### src/rtl/ssd1306_spi_decoder_pkg.sv
// Shared constants for the SSD1306 SPI decoder: opcodes, addressing modes,
// command-FSM states and framebuffer geometry.
package ssd1306_pkg;

  localparam int FB_COLS   = 128;
  localparam int FB_PAGES  = 8;
  localparam int FB_ADDR_W = 10;
  localparam int COL_W     = 7;
  localparam int PAGE_W    = 3;

  localparam logic [7:0] CMD_MEM_MODE    = 8'h20;
  localparam logic [7:0] CMD_COL_ADDR    = 8'h21;
  localparam logic [7:0] CMD_PAGE_ADDR   = 8'h22;
  localparam logic [7:0] CMD_CONTRAST    = 8'h81;
  localparam logic [7:0] CMD_CHARGE_PUMP = 8'h8D;
  localparam logic [7:0] CMD_MUX_RATIO   = 8'hA8;
  localparam logic [7:0] CMD_DISP_OFFSET = 8'hD3;
  localparam logic [7:0] CMD_CLK_DIV     = 8'hD5;
  localparam logic [7:0] CMD_PRECHARGE   = 8'hD9;
  localparam logic [7:0] CMD_COM_PINS    = 8'hDA;
  localparam logic [7:0] CMD_VCOMH       = 8'hDB;
  localparam logic [7:0] CMD_DISP_OFF    = 8'hAE;
  localparam logic [7:0] CMD_DISP_ON     = 8'hAF;
  localparam logic [7:0] CMD_NORMAL      = 8'hA6;
  localparam logic [7:0] CMD_INVERT      = 8'hA7;

  typedef enum logic [1:0] {
    MODE_HORIZ = 2'd0,
    MODE_VERT  = 2'd1,
    MODE_PAGE  = 2'd2,
    MODE_RSVD  = 2'd3
  } addr_mode_e;

  // Which multi-byte command the FSM is currently collecting arguments for.
  typedef enum logic [1:0] {
    ARG_COL      = 2'd0,
    ARG_PAGE     = 2'd1,
    ARG_MODE     = 2'd2,
    ARG_CONTRAST = 2'd3
  } arg_kind_e;

  localparam logic [1:0] ST_IDLE  = 2'd0;
  localparam logic [1:0] ST_ARG1  = 2'd1;
  localparam logic [1:0] ST_ARG2  = 2'd2;
  localparam logic [1:0] ST_SKIP1 = 2'd3;

  // Commands that carry one argument byte we have no use for.
  function automatic logic is_skip_cmd(input logic [7:0] op);
    case (op)
      CMD_CHARGE_PUMP, CMD_MUX_RATIO, CMD_DISP_OFFSET, CMD_CLK_DIV,
      CMD_PRECHARGE, CMD_COM_PINS, CMD_VCOMH: return 1'b1;
      default: return 1'b0;
    endcase
  endfunction

endpackage

### src/rtl/ssd1306_spi_decoder_if.sv
// Bundle of the raw SPI pins and the framebuffer/status outputs of the decoder.
interface ssd1306_spi_decoder_if;
  import ssd1306_pkg::*;

  logic                 spi_sclk;
  logic                 spi_mosi;
  logic                 spi_cs_n;
  logic                 spi_dc;
  logic                 fb_we;
  logic [FB_ADDR_W-1:0] fb_addr;
  logic [7:0]           fb_wdata;
  logic                 display_on;
  logic                 invert;
  logic [7:0]           contrast;
  logic                 frame_done;

  modport master (
    output spi_sclk, spi_mosi, spi_cs_n, spi_dc,
    input  fb_we, fb_addr, fb_wdata, display_on, invert, contrast, frame_done
  );

  modport slave (
    input  spi_sclk, spi_mosi, spi_cs_n, spi_dc,
    output fb_we, fb_addr, fb_wdata, display_on, invert, contrast, frame_done
  );

endinterface

### src/rtl/ssd1306_spi_decoder_spi_byte_rx.sv
// SPI mode-0 byte receiver: synchronizes the raw pins, detects SCLK rises and
// assembles MSB-first bytes tagged with the D/C level of their last bit.
module spi_byte_rx #(
  parameter int SYNC_STAGES = 2
) (
  input  logic       clock,
  input  logic       reset,
  input  logic       sclk_i,
  input  logic       mosi_i,
  input  logic       cs_n_i,
  input  logic       dc_i,
  output logic       byte_valid_o,
  output logic [7:0] byte_o,
  output logic       byte_dc_o
);

  localparam int LANES = 4;
  // Lane order {sclk, cs_n, mosi, dc}; cs_n idles deasserted out of reset.
  localparam logic [LANES-1:0] LANE_RST = 4'b0100;

  logic [LANES-1:0] raw;
  logic [LANES-1:0] synced;

  assign raw = {sclk_i, cs_n_i, mosi_i, dc_i};

  genvar gi;
  generate
    for (gi = 0; gi < LANES; gi++) begin : g_sync
      logic [SYNC_STAGES-1:0] chain_q;
      always_ff @(posedge clock or negedge reset) begin
        if (!reset) chain_q <= {SYNC_STAGES{LANE_RST[gi]}};
        else        chain_q <= {chain_q[SYNC_STAGES-2:0], raw[gi]};
      end
      assign synced[gi] = chain_q[SYNC_STAGES-1];
    end
  endgenerate

  logic       sclk_prev_q;
  logic       rise_q;
  logic       cs_n_q;
  logic       mosi_q;
  logic       dc_q;
  logic [2:0] bit_cnt_q;
  logic [6:0] shift_q;
  logic       byte_valid_q;
  logic [7:0] byte_q;
  logic       byte_dc_q;

  // Registered edge detect; the data lanes get the same extra stage so they
  // stay aligned with the rise they belong to.
  always_ff @(posedge clock or negedge reset) begin
    if (!reset) begin
      sclk_prev_q <= 1'b0;
      rise_q      <= 1'b0;
      cs_n_q      <= 1'b1;
      mosi_q      <= 1'b0;
      dc_q        <= 1'b0;
    end else begin
      sclk_prev_q <= synced[3];
      rise_q      <= synced[3] & ~sclk_prev_q;
      cs_n_q      <= synced[2];
      mosi_q      <= synced[1];
      dc_q        <= synced[0];
    end
  end

  always_ff @(posedge clock or negedge reset) begin
    if (!reset) begin
      bit_cnt_q    <= 3'd0;
      shift_q      <= 7'd0;
      byte_valid_q <= 1'b0;
      byte_q       <= 8'd0;
      byte_dc_q    <= 1'b0;
    end else begin
      byte_valid_q <= 1'b0;
      if (cs_n_q) begin
        bit_cnt_q <= 3'd0;
      end else if (rise_q) begin
        shift_q   <= {shift_q[5:0], mosi_q};
        bit_cnt_q <= bit_cnt_q + 3'd1;
        if (bit_cnt_q == 3'd7) begin
          byte_valid_q <= 1'b1;
          byte_q       <= {shift_q, mosi_q};
          byte_dc_q    <= dc_q;
        end
      end
    end
  end

  assign byte_valid_o = byte_valid_q;
  assign byte_o       = byte_q;
  assign byte_dc_o    = byte_dc_q;

endmodule

### src/rtl/ssd1306_spi_decoder.sv
// SSD1306 SPI stream decoder: command subset interpreter plus addressed
// framebuffer write generation with window/addressing-mode pointer handling.
module ssd1306_spi_decoder
  import ssd1306_pkg::*;
#(
  parameter int         SYNC_STAGES  = 2,
  parameter logic [7:0] CONTRAST_RST = 8'h7F
) (
  input logic            clock,
  input logic            reset,
  ssd1306_spi_decoder_if.slave bus
);

  logic       rx_valid;
  logic [7:0] rx_byte;
  logic       rx_dc;

  spi_byte_rx #(
    .SYNC_STAGES (SYNC_STAGES)
  ) u_rx (
    .clock        (clock),
    .reset        (reset),
    .sclk_i       (bus.spi_sclk),
    .mosi_i       (bus.spi_mosi),
    .cs_n_i       (bus.spi_cs_n),
    .dc_i         (bus.spi_dc),
    .byte_valid_o (rx_valid),
    .byte_o       (rx_byte),
    .byte_dc_o    (rx_dc)
  );

  logic [1:0]           state_q, state_d;
  arg_kind_e            arg_kind_q, arg_kind_d;
  addr_mode_e           mode_q, mode_d;
  logic [COL_W-1:0]     col_q, col_d, col_start_q, col_start_d, col_end_q, col_end_d;
  logic [PAGE_W-1:0]    page_q, page_d, page_start_q, page_start_d, page_end_q, page_end_d;
  logic                 fb_we_q, fb_we_d;
  logic [FB_ADDR_W-1:0] fb_addr_q, fb_addr_d;
  logic [7:0]           fb_wdata_q, fb_wdata_d;
  logic                 display_on_q, display_on_d;
  logic                 invert_q, invert_d;
  logic [7:0]           contrast_q, contrast_d;
  logic                 frame_done_q, frame_done_d;

  // Window stepping: equality with the end bound wraps to the start bound,
  // otherwise the natural width overflow gives 127->0 / 7->0 for start > end.
  logic              col_wrap, page_wrap;
  logic [COL_W-1:0]  col_next;
  logic [PAGE_W-1:0] page_next;

  assign col_wrap  = (col_q == col_end_q);
  assign page_wrap = (page_q == page_end_q);
  assign col_next  = col_wrap ? col_start_q : col_q + 7'd1;
  assign page_next = page_wrap ? page_start_q : page_q + 3'd1;

  always_comb begin
    state_d      = state_q;
    arg_kind_d   = arg_kind_q;
    mode_d       = mode_q;
    col_d        = col_q;
    page_d       = page_q;
    col_start_d  = col_start_q;
    col_end_d    = col_end_q;
    page_start_d = page_start_q;
    page_end_d   = page_end_q;
    fb_we_d      = 1'b0;
    fb_addr_d    = fb_addr_q;
    fb_wdata_d   = fb_wdata_q;
    display_on_d = display_on_q;
    invert_d     = invert_q;
    contrast_d   = contrast_q;
    frame_done_d = 1'b0;

    if (rx_valid && rx_dc) begin
      fb_we_d    = 1'b1;
      fb_addr_d  = {page_q, col_q};
      fb_wdata_d = rx_byte;
      case (mode_q)
        MODE_HORIZ: begin
          col_d = col_next;
          if (col_wrap) begin
            page_d       = page_next;
            frame_done_d = page_wrap;
          end
        end
        MODE_VERT: begin
          page_d = page_next;
          if (page_wrap) begin
            col_d        = col_next;
            frame_done_d = col_wrap;
          end
        end
        default: col_d = col_next;
      endcase
    end else if (rx_valid) begin
      case (state_q)
        ST_IDLE: begin
          if (rx_byte == CMD_COL_ADDR) begin
            state_d    = ST_ARG1;
            arg_kind_d = ARG_COL;
          end else if (rx_byte == CMD_PAGE_ADDR) begin
            state_d    = ST_ARG1;
            arg_kind_d = ARG_PAGE;
          end else if (rx_byte == CMD_MEM_MODE) begin
            state_d    = ST_ARG1;
            arg_kind_d = ARG_MODE;
          end else if (rx_byte == CMD_CONTRAST) begin
            state_d    = ST_ARG1;
            arg_kind_d = ARG_CONTRAST;
          end else if (is_skip_cmd(rx_byte)) begin
            state_d = ST_SKIP1;
          end else if (rx_byte[7:3] == 5'b10110) begin
            page_d = rx_byte[2:0];
          end else if (rx_byte[7:4] == 4'h0) begin
            col_d[3:0] = rx_byte[3:0];
          end else if (rx_byte[7:3] == 5'b00010) begin
            col_d[6:4] = rx_byte[2:0];
          end else if (rx_byte == CMD_DISP_ON) begin
            display_on_d = 1'b1;
          end else if (rx_byte == CMD_DISP_OFF) begin
            display_on_d = 1'b0;
          end else if (rx_byte == CMD_INVERT) begin
            invert_d = 1'b1;
          end else if (rx_byte == CMD_NORMAL) begin
            invert_d = 1'b0;
          end
        end
        ST_ARG1: begin
          case (arg_kind_q)
            ARG_COL: begin
              col_start_d = rx_byte[6:0];
              col_d       = rx_byte[6:0];
              state_d     = ST_ARG2;
            end
            ARG_PAGE: begin
              page_start_d = rx_byte[2:0];
              page_d       = rx_byte[2:0];
              state_d      = ST_ARG2;
            end
            ARG_MODE: begin
              // Mode 3 is reserved on the controller; keep the current mode.
              if (rx_byte[1:0] != 2'd3) mode_d = addr_mode_e'(rx_byte[1:0]);
              state_d = ST_IDLE;
            end
            ARG_CONTRAST: begin
              contrast_d = rx_byte;
              state_d    = ST_IDLE;
            end
          endcase
        end
        ST_ARG2: begin
          if (arg_kind_q == ARG_COL) col_end_d = rx_byte[6:0];
          else                       page_end_d = rx_byte[2:0];
          state_d = ST_IDLE;
        end
        default: state_d = ST_IDLE;
      endcase
    end
  end

  always_ff @(posedge clock or negedge reset) begin
    if (!reset) begin
      state_q      <= ST_IDLE;
      arg_kind_q   <= ARG_COL;
      mode_q       <= MODE_PAGE;
      col_q        <= '0;
      page_q       <= '0;
      col_start_q  <= '0;
      col_end_q    <= 7'(FB_COLS - 1);
      page_start_q <= '0;
      page_end_q   <= 3'(FB_PAGES - 1);
      fb_we_q      <= 1'b0;
      fb_addr_q    <= '0;
      fb_wdata_q   <= 8'd0;
      display_on_q <= 1'b0;
      invert_q     <= 1'b0;
      contrast_q   <= CONTRAST_RST;
      frame_done_q <= 1'b0;
    end else begin
      state_q      <= state_d;
      arg_kind_q   <= arg_kind_d;
      mode_q       <= mode_d;
      col_q        <= col_d;
      page_q       <= page_d;
      col_start_q  <= col_start_d;
      col_end_q    <= col_end_d;
      page_start_q <= page_start_d;
      page_end_q   <= page_end_d;
      fb_we_q      <= fb_we_d;
      fb_addr_q    <= fb_addr_d;
      fb_wdata_q   <= fb_wdata_d;
      display_on_q <= display_on_d;
      invert_q     <= invert_d;
      contrast_q   <= contrast_d;
      frame_done_q <= frame_done_d;
    end
  end

  assign bus.fb_we      = fb_we_q;
  assign bus.fb_addr    = fb_addr_q;
  assign bus.fb_wdata   = fb_wdata_q;
  assign bus.display_on = display_on_q;
  assign bus.invert     = invert_q;
  assign bus.contrast   = contrast_q;
  assign bus.frame_done = frame_done_q;

endmodule

### src/flat_wrapper.sv
// flat-port wrapper written by rule: the top's interface ports become plain ports
module ssd1306_spi_decoder_flat import ssd1306_pkg::*;
#(
  parameter int         SYNC_STAGES  = 2,
  parameter logic [7:0] CONTRAST_RST = 8'h7F
)
  (clock, reset, bus_spi_sclk, bus_spi_mosi, bus_spi_cs_n, bus_spi_dc, bus_fb_we, bus_fb_addr, bus_fb_wdata, bus_display_on, bus_invert, bus_contrast, bus_frame_done);
  ssd1306_spi_decoder_if bus_i ();
  input logic clock;
  input logic reset;
  input wire logic [$bits(bus_i.spi_sclk)-1:0] bus_spi_sclk;
  input wire logic [$bits(bus_i.spi_mosi)-1:0] bus_spi_mosi;
  input wire logic [$bits(bus_i.spi_cs_n)-1:0] bus_spi_cs_n;
  input wire logic [$bits(bus_i.spi_dc)-1:0] bus_spi_dc;
  output wire logic [$bits(bus_i.fb_we)-1:0] bus_fb_we;
  output wire logic [$bits(bus_i.fb_addr)-1:0] bus_fb_addr;
  output wire logic [$bits(bus_i.fb_wdata)-1:0] bus_fb_wdata;
  output wire logic [$bits(bus_i.display_on)-1:0] bus_display_on;
  output wire logic [$bits(bus_i.invert)-1:0] bus_invert;
  output wire logic [$bits(bus_i.contrast)-1:0] bus_contrast;
  output wire logic [$bits(bus_i.frame_done)-1:0] bus_frame_done;
  assign bus_i.spi_sclk = bus_spi_sclk;
  assign bus_i.spi_mosi = bus_spi_mosi;
  assign bus_i.spi_cs_n = bus_spi_cs_n;
  assign bus_i.spi_dc = bus_spi_dc;
  assign bus_fb_we = bus_i.fb_we;
  assign bus_fb_addr = bus_i.fb_addr;
  assign bus_fb_wdata = bus_i.fb_wdata;
  assign bus_display_on = bus_i.display_on;
  assign bus_invert = bus_i.invert;
  assign bus_contrast = bus_i.contrast;
  assign bus_frame_done = bus_i.frame_done;
  ssd1306_spi_decoder #(.SYNC_STAGES(SYNC_STAGES), .CONTRAST_RST(CONTRAST_RST)) u_core (.clock(clock), .reset(reset), .bus(bus_i));
endmodule
### config.mk
export PLATFORM = sky130hd
export DESIGN_NAME = ssd1306_spi_decoder_flat
export DESIGN_NICKNAME = d
export VERILOG_FILES = /design/src/rtl/ssd1306_spi_decoder_pkg.sv /design/src/rtl/ssd1306_spi_decoder_if.sv /design/src/rtl/ssd1306_spi_decoder_spi_byte_rx.sv /design/src/rtl/ssd1306_spi_decoder.sv /design/src/flat_wrapper.sv
export SDC_FILE = /design/constraint.sdc
export NUM_CORES = 1
export LEC_CHECK = 0
export ABC_AREA = 1
export ABC_CLOCK_PERIOD_IN_PS = 1330
export CAP_MARGIN = 10
export CORE_ASPECT_RATIO = 0.5
export CORE_MARGIN = 2
export CORE_UTILIZATION = 50
export CTS_CLUSTER_SIZE = 25
export DETAILED_ROUTE_END_ITERATION = 8
export PLACE_DENSITY = 0.85
export SYNTH_ARGS = -nofsm -noshare
export SYNTH_HDL_FRONTEND = slang
export SYNTH_SLANG_ARGS = --single-unit
### constraint.sdc
create_clock -name clock -period 1.33 [get_ports clock]
set_input_delay 0.266 -clock clock [delete_from_list [all_inputs] [get_ports clock]]
set_output_delay 0.266 -clock clock [all_outputs]
set_load 0.01 [all_outputs]
==> flow_summary.json <==
{
  "outcome": "finished with violations",
  "violations": "setup timing",
  "rsz0062_at_grt": "true",
  "syn_inst": 538,
  "clkLatencyLatePin_ps": 360,
  "worstReg2RegStart": "u_core.col_end_q[4]",
  "cts.sinks": 99,
  "grt_pass1_wl_um": 19880,
  "place_area_um2": 5776,
  "start_util": 0.5245,
  "stdcell_count": 794,
  "ys_ff_latch": 99,
  "drv_slew": 0,
  "area_growth_pct": 39.00,
  "finClkSkew_ps": 11.26,
  "io_buffers": 35,
  "synth-async-reset-ratio": 1.000,
  "tightest_slew_ps": 371.3,
  "antenna_found_initial": 0,
  "grt_max_degree": 28,
  "yosysWarnings": 0,
  "rrSetupSlack_ps": -330,
  "power.density_nw_per_um2": 945.2,
  "postLayoutCellArea_um2": 6480,
  "die_y_um": 72.28,
  "grt_pass1_vias": 4125,
  "clk_path_buf_depth": 2,
  "finalNetCount": 682,
  "arrival_ps": 1900,
  "end_kind": "register",
  "min_period_over_period": 1.247,
  "seq_power_share": 0.509,
  "p_sw_w": 0.001336,
  "worst_setup_path_start_kind": "register",
  "worstRegToRegCells": 11,
  "cp_max_fo": 7,
  "drt-pass1-iter-count": 6,
  "die_area_um2": 10160,
  "path_class": "reg2reg",
  "path_clk_slew_ps": 60,
  "placementRows": 24,
  "slowest_stage": "dfstp_2",
  "hpwlAfterDp_um": 7980,
  "worstHoldPathType": "in2reg",
  "multi_input_area_um2": 2143,
  "cts_buffers": 9,
  "overflow": 0,
  "mappedNetlistNets": 548,
  "syn-cell-area_um2": 4662,
  "drive_gt1_frac": 0.3840,
  "timing.rr.end": "u_core.col_q[1]",
  "fin_ws_ps": -327.9,
  "combinationalPowerShare": 0.029,
  "fillCellCount": 528,
  "met2_usage": 0.4292,
  "vias": 4702,
  "p_int_w": 0.004789,
  "worstHoldEndpoint": "u_core.u_rx.g_sync[2].chain_q[0]",
  "critPathRequiredTime_ps": 1570,
  "relSlewSlack": 0.7524,
  "path_buf_inv": 1,
  "top_usage_layer": "met2",
  "synth_top_area_frac": 0.4187,
  "core_um2": 8889,
  "clockRootBuffer": "clkbuf_16",
  "gr-usage-met3": 0.06865,
  "p_sw_frac": 0.2181,
  "wl_per_cell_um": 19.04,
  "die_x_um": 140.6,
  "ctsHtreeMaxLevel": 3,
  "cts_tree": "done",
  "fmax_mhz": 603.2,
  "drt-vias-per-instance": 5.922,
  "grtUsageMet1": 0.3096,
  "antenna_cells": 0,
  "drc_errors": 0,
  "synthTopCellsByCount": "nand2_1 (179), dfrtp_1 (78), o21ai_0 (50)",
  "crit_path_frequent_cell": "nand2_1",
  "finalSetupViolCount": 37,
  "synth.most_common_cell": "nand2_1",
  "dp.cells": 757,
  "min_from": "bus_spi_cs_n",
  "critPathMaxStageDelay_ps": 550,
  "synth_flop_cell": "dfrtp_1",
  "holdWs_ps": 316.7,
  "fin_crit_ps": 1658,
  "avgSynthCellArea_um2": 8.665,
  "cap_violations": 0,
  "track_usage": 0.2543,
  "drt_wl_total_um": 15120,
  "first_iter_violations": 647,
  "synth_edf_count": 0,
  "p_clk_frac": 0.462,
  "ant_nets": 0,
  "min_path_cells": 1,
  "ys_top_cells_by_area": "dfrtp_1 (42%), nand2_1 (14%), dfstp_2 (12%)",
  "final-seq-area_um2": 2512,
  "num_io_pins": 36,
  "critPathTopFamily": "simple AND/OR/NAND/NOR gates",
  "vdd_drop_max_mv": 0.6185,
  "p_total_w": 0.006125,
  "crit_chain": "inv_1 -> nand2_1 -> nand2_2 -> nor2_4 -> nand2_2 -> nor2_4 -> nand2_1 -> nand3_1 -> nand2_1 -> nand2_1 -> nand2_1",
  "yosysSeqAreaShare": 0.5370,
  "synth_top_area_cell": "dfrtp_1",
  "leakage_nw": 3.173,
  "final_hold_viol_count": 0,
  "place.gp.congestion": 0.8968,
  "ys_types": 37
}
timing repair:
item,4_1_cts,5_1_grt
hold endpoints to repair,16,0
pin swaps,12,30
setup endpoints to repair,63,60
hold buffers,1,0
cloned,1,1
setup buffers,9,9
gates resized for setup,69,73
sequential cells by signal (all words and copies together) (netlist names), 2 cells and up:
signal / count
u_core.arg_kind_q: 2
u_core.bus.contrast: 8
u_core.bus.fb_addr: 10
u_core.bus.fb_wdata: 8
u_core.col_end_q: 7
u_core.col_q: 7
u_core.col_start_q: 7
u_core.mode_q: 2
u_core.page_end_q: 3
u_core.page_q: 3
u_core.page_start_q: 3
u_core.state_q: 2
u_core.u_rx.bit_cnt_q: 3
u_core.u_rx.byte_o: 8
u_core.u_rx.g_sync.chain_q: 8
u_core.u_rx.shift_q: 7
power groups by stage:
stage / clock network, W / logic (W) / registers [W]
floorplan: 0 / 0.0000533 / 0.00316
global placement: 0 / 0.000161 / 0.00317
detailed placement: 0 / 0.000171 / 0.00317
CTS: 0.00282 / 0.000179 / 0.00312
global route: 0.00298 / 0.000202 / 0.00312
finish: 0.00283 / 0.000177 / 0.00312
layout make-up:
class                      instances  share of cell area
clock buffer                       9             0.03476
clock inverter                     7             0.01410
inverter                          64             0.03785
multi-input combinational        365              0.3308
sequential                        99              0.3877
tap                              117             0.02259
timing repair buffer             133              0.1722
stage by stage:
step,TNS [ps],setup WS (ps),util
2_1_floorplan,-314.9,-40.76,-
3_3_place_gp,-1286,-114.2,0.6498
3_5_place_dp,-2304,-180.0,0.6498
4_1_cts,-1835,-199.5,0.6957
5_1_grt,-8191,-437.2,0.7290
6_report,-6074,-327.9,0.7290
logic make-up (layout without fill, tap and decap cells):
family / Yosys count / after routing / share of synthesized area
fa+ha+maj: 4 / 4 / 0.01074
simple gates: 272 / 274 / 0.2684
compound gates: 79 / 79 / 0.1044
flops: 99 / 99 / 0.5370
xor+xnor: 8 / 8 / 0.01503
buf+inv: 76 / 213 / 0.06441
layout by cell type (no fill, tap or decap), types with 4 or more instances in the layout:
cell             instances
nand3_2                  5
dfrtp_1                 71
o21ai_0                 37
nor2_4                  14
nand4_1                 11
dfrtp_2                  7
clkbuf_16                9
buf_12                   5
o21ai_1                 15
dfstp_2                 21
nand2_2                 23
buf_4                   86
nor2_2                   5
o21ai_2                 16
buf_2                    7
dlygate4sd2_1           22
clkdlybuf4s50_1          4
nand2_1                160
nand3_4                  5
inv_2                   19
nand2_4                  6
inv_1                   42
nor2_1                  14
nand3_1                 24
buf_6                    6
how the worst max path moves through the flow:
stage	slack (ps)	end	cells after the start	startpoint
6_report	-330	u_core.col_q[1]	11	u_core.col_end_q[4]
5_1_grt	-440	u_core.col_q[5]	11	u_core.col_end_q[4]
4_1_cts	-200	u_core.page_q[0]	11	u_core.col_end_q[4]
3_5_place_dp	-180	u_core.col_q[3]	11	u_core.col_end_q[4]
3_3_place_gp	-110	u_core.col_q[0]	11	u_core.col_end_q[5]
2_1_floorplan	-40	u_core.page_q[0]	11	u_core.col_end_q[4]
worst register-to-register path, delay by kind of cell, from the launching register on:
| family | cells | cell delay [ps] |
|---|---|---|
| buffers and inverters | 1 | 50 |
| and+or+nand+nor | 10 | 950 |
| DFF | 1 | 550 |
layer usage:
metal	routed length, µm	share of wire	vias up
met5	0	0	-
met2	6960	0.46	343
met3	1287	0.085	152
met1	5656	0.37	2218
li1	-	-	1989
met4	1214	0.080	0
Note: power is estimated with default switching activity, not from simulation.
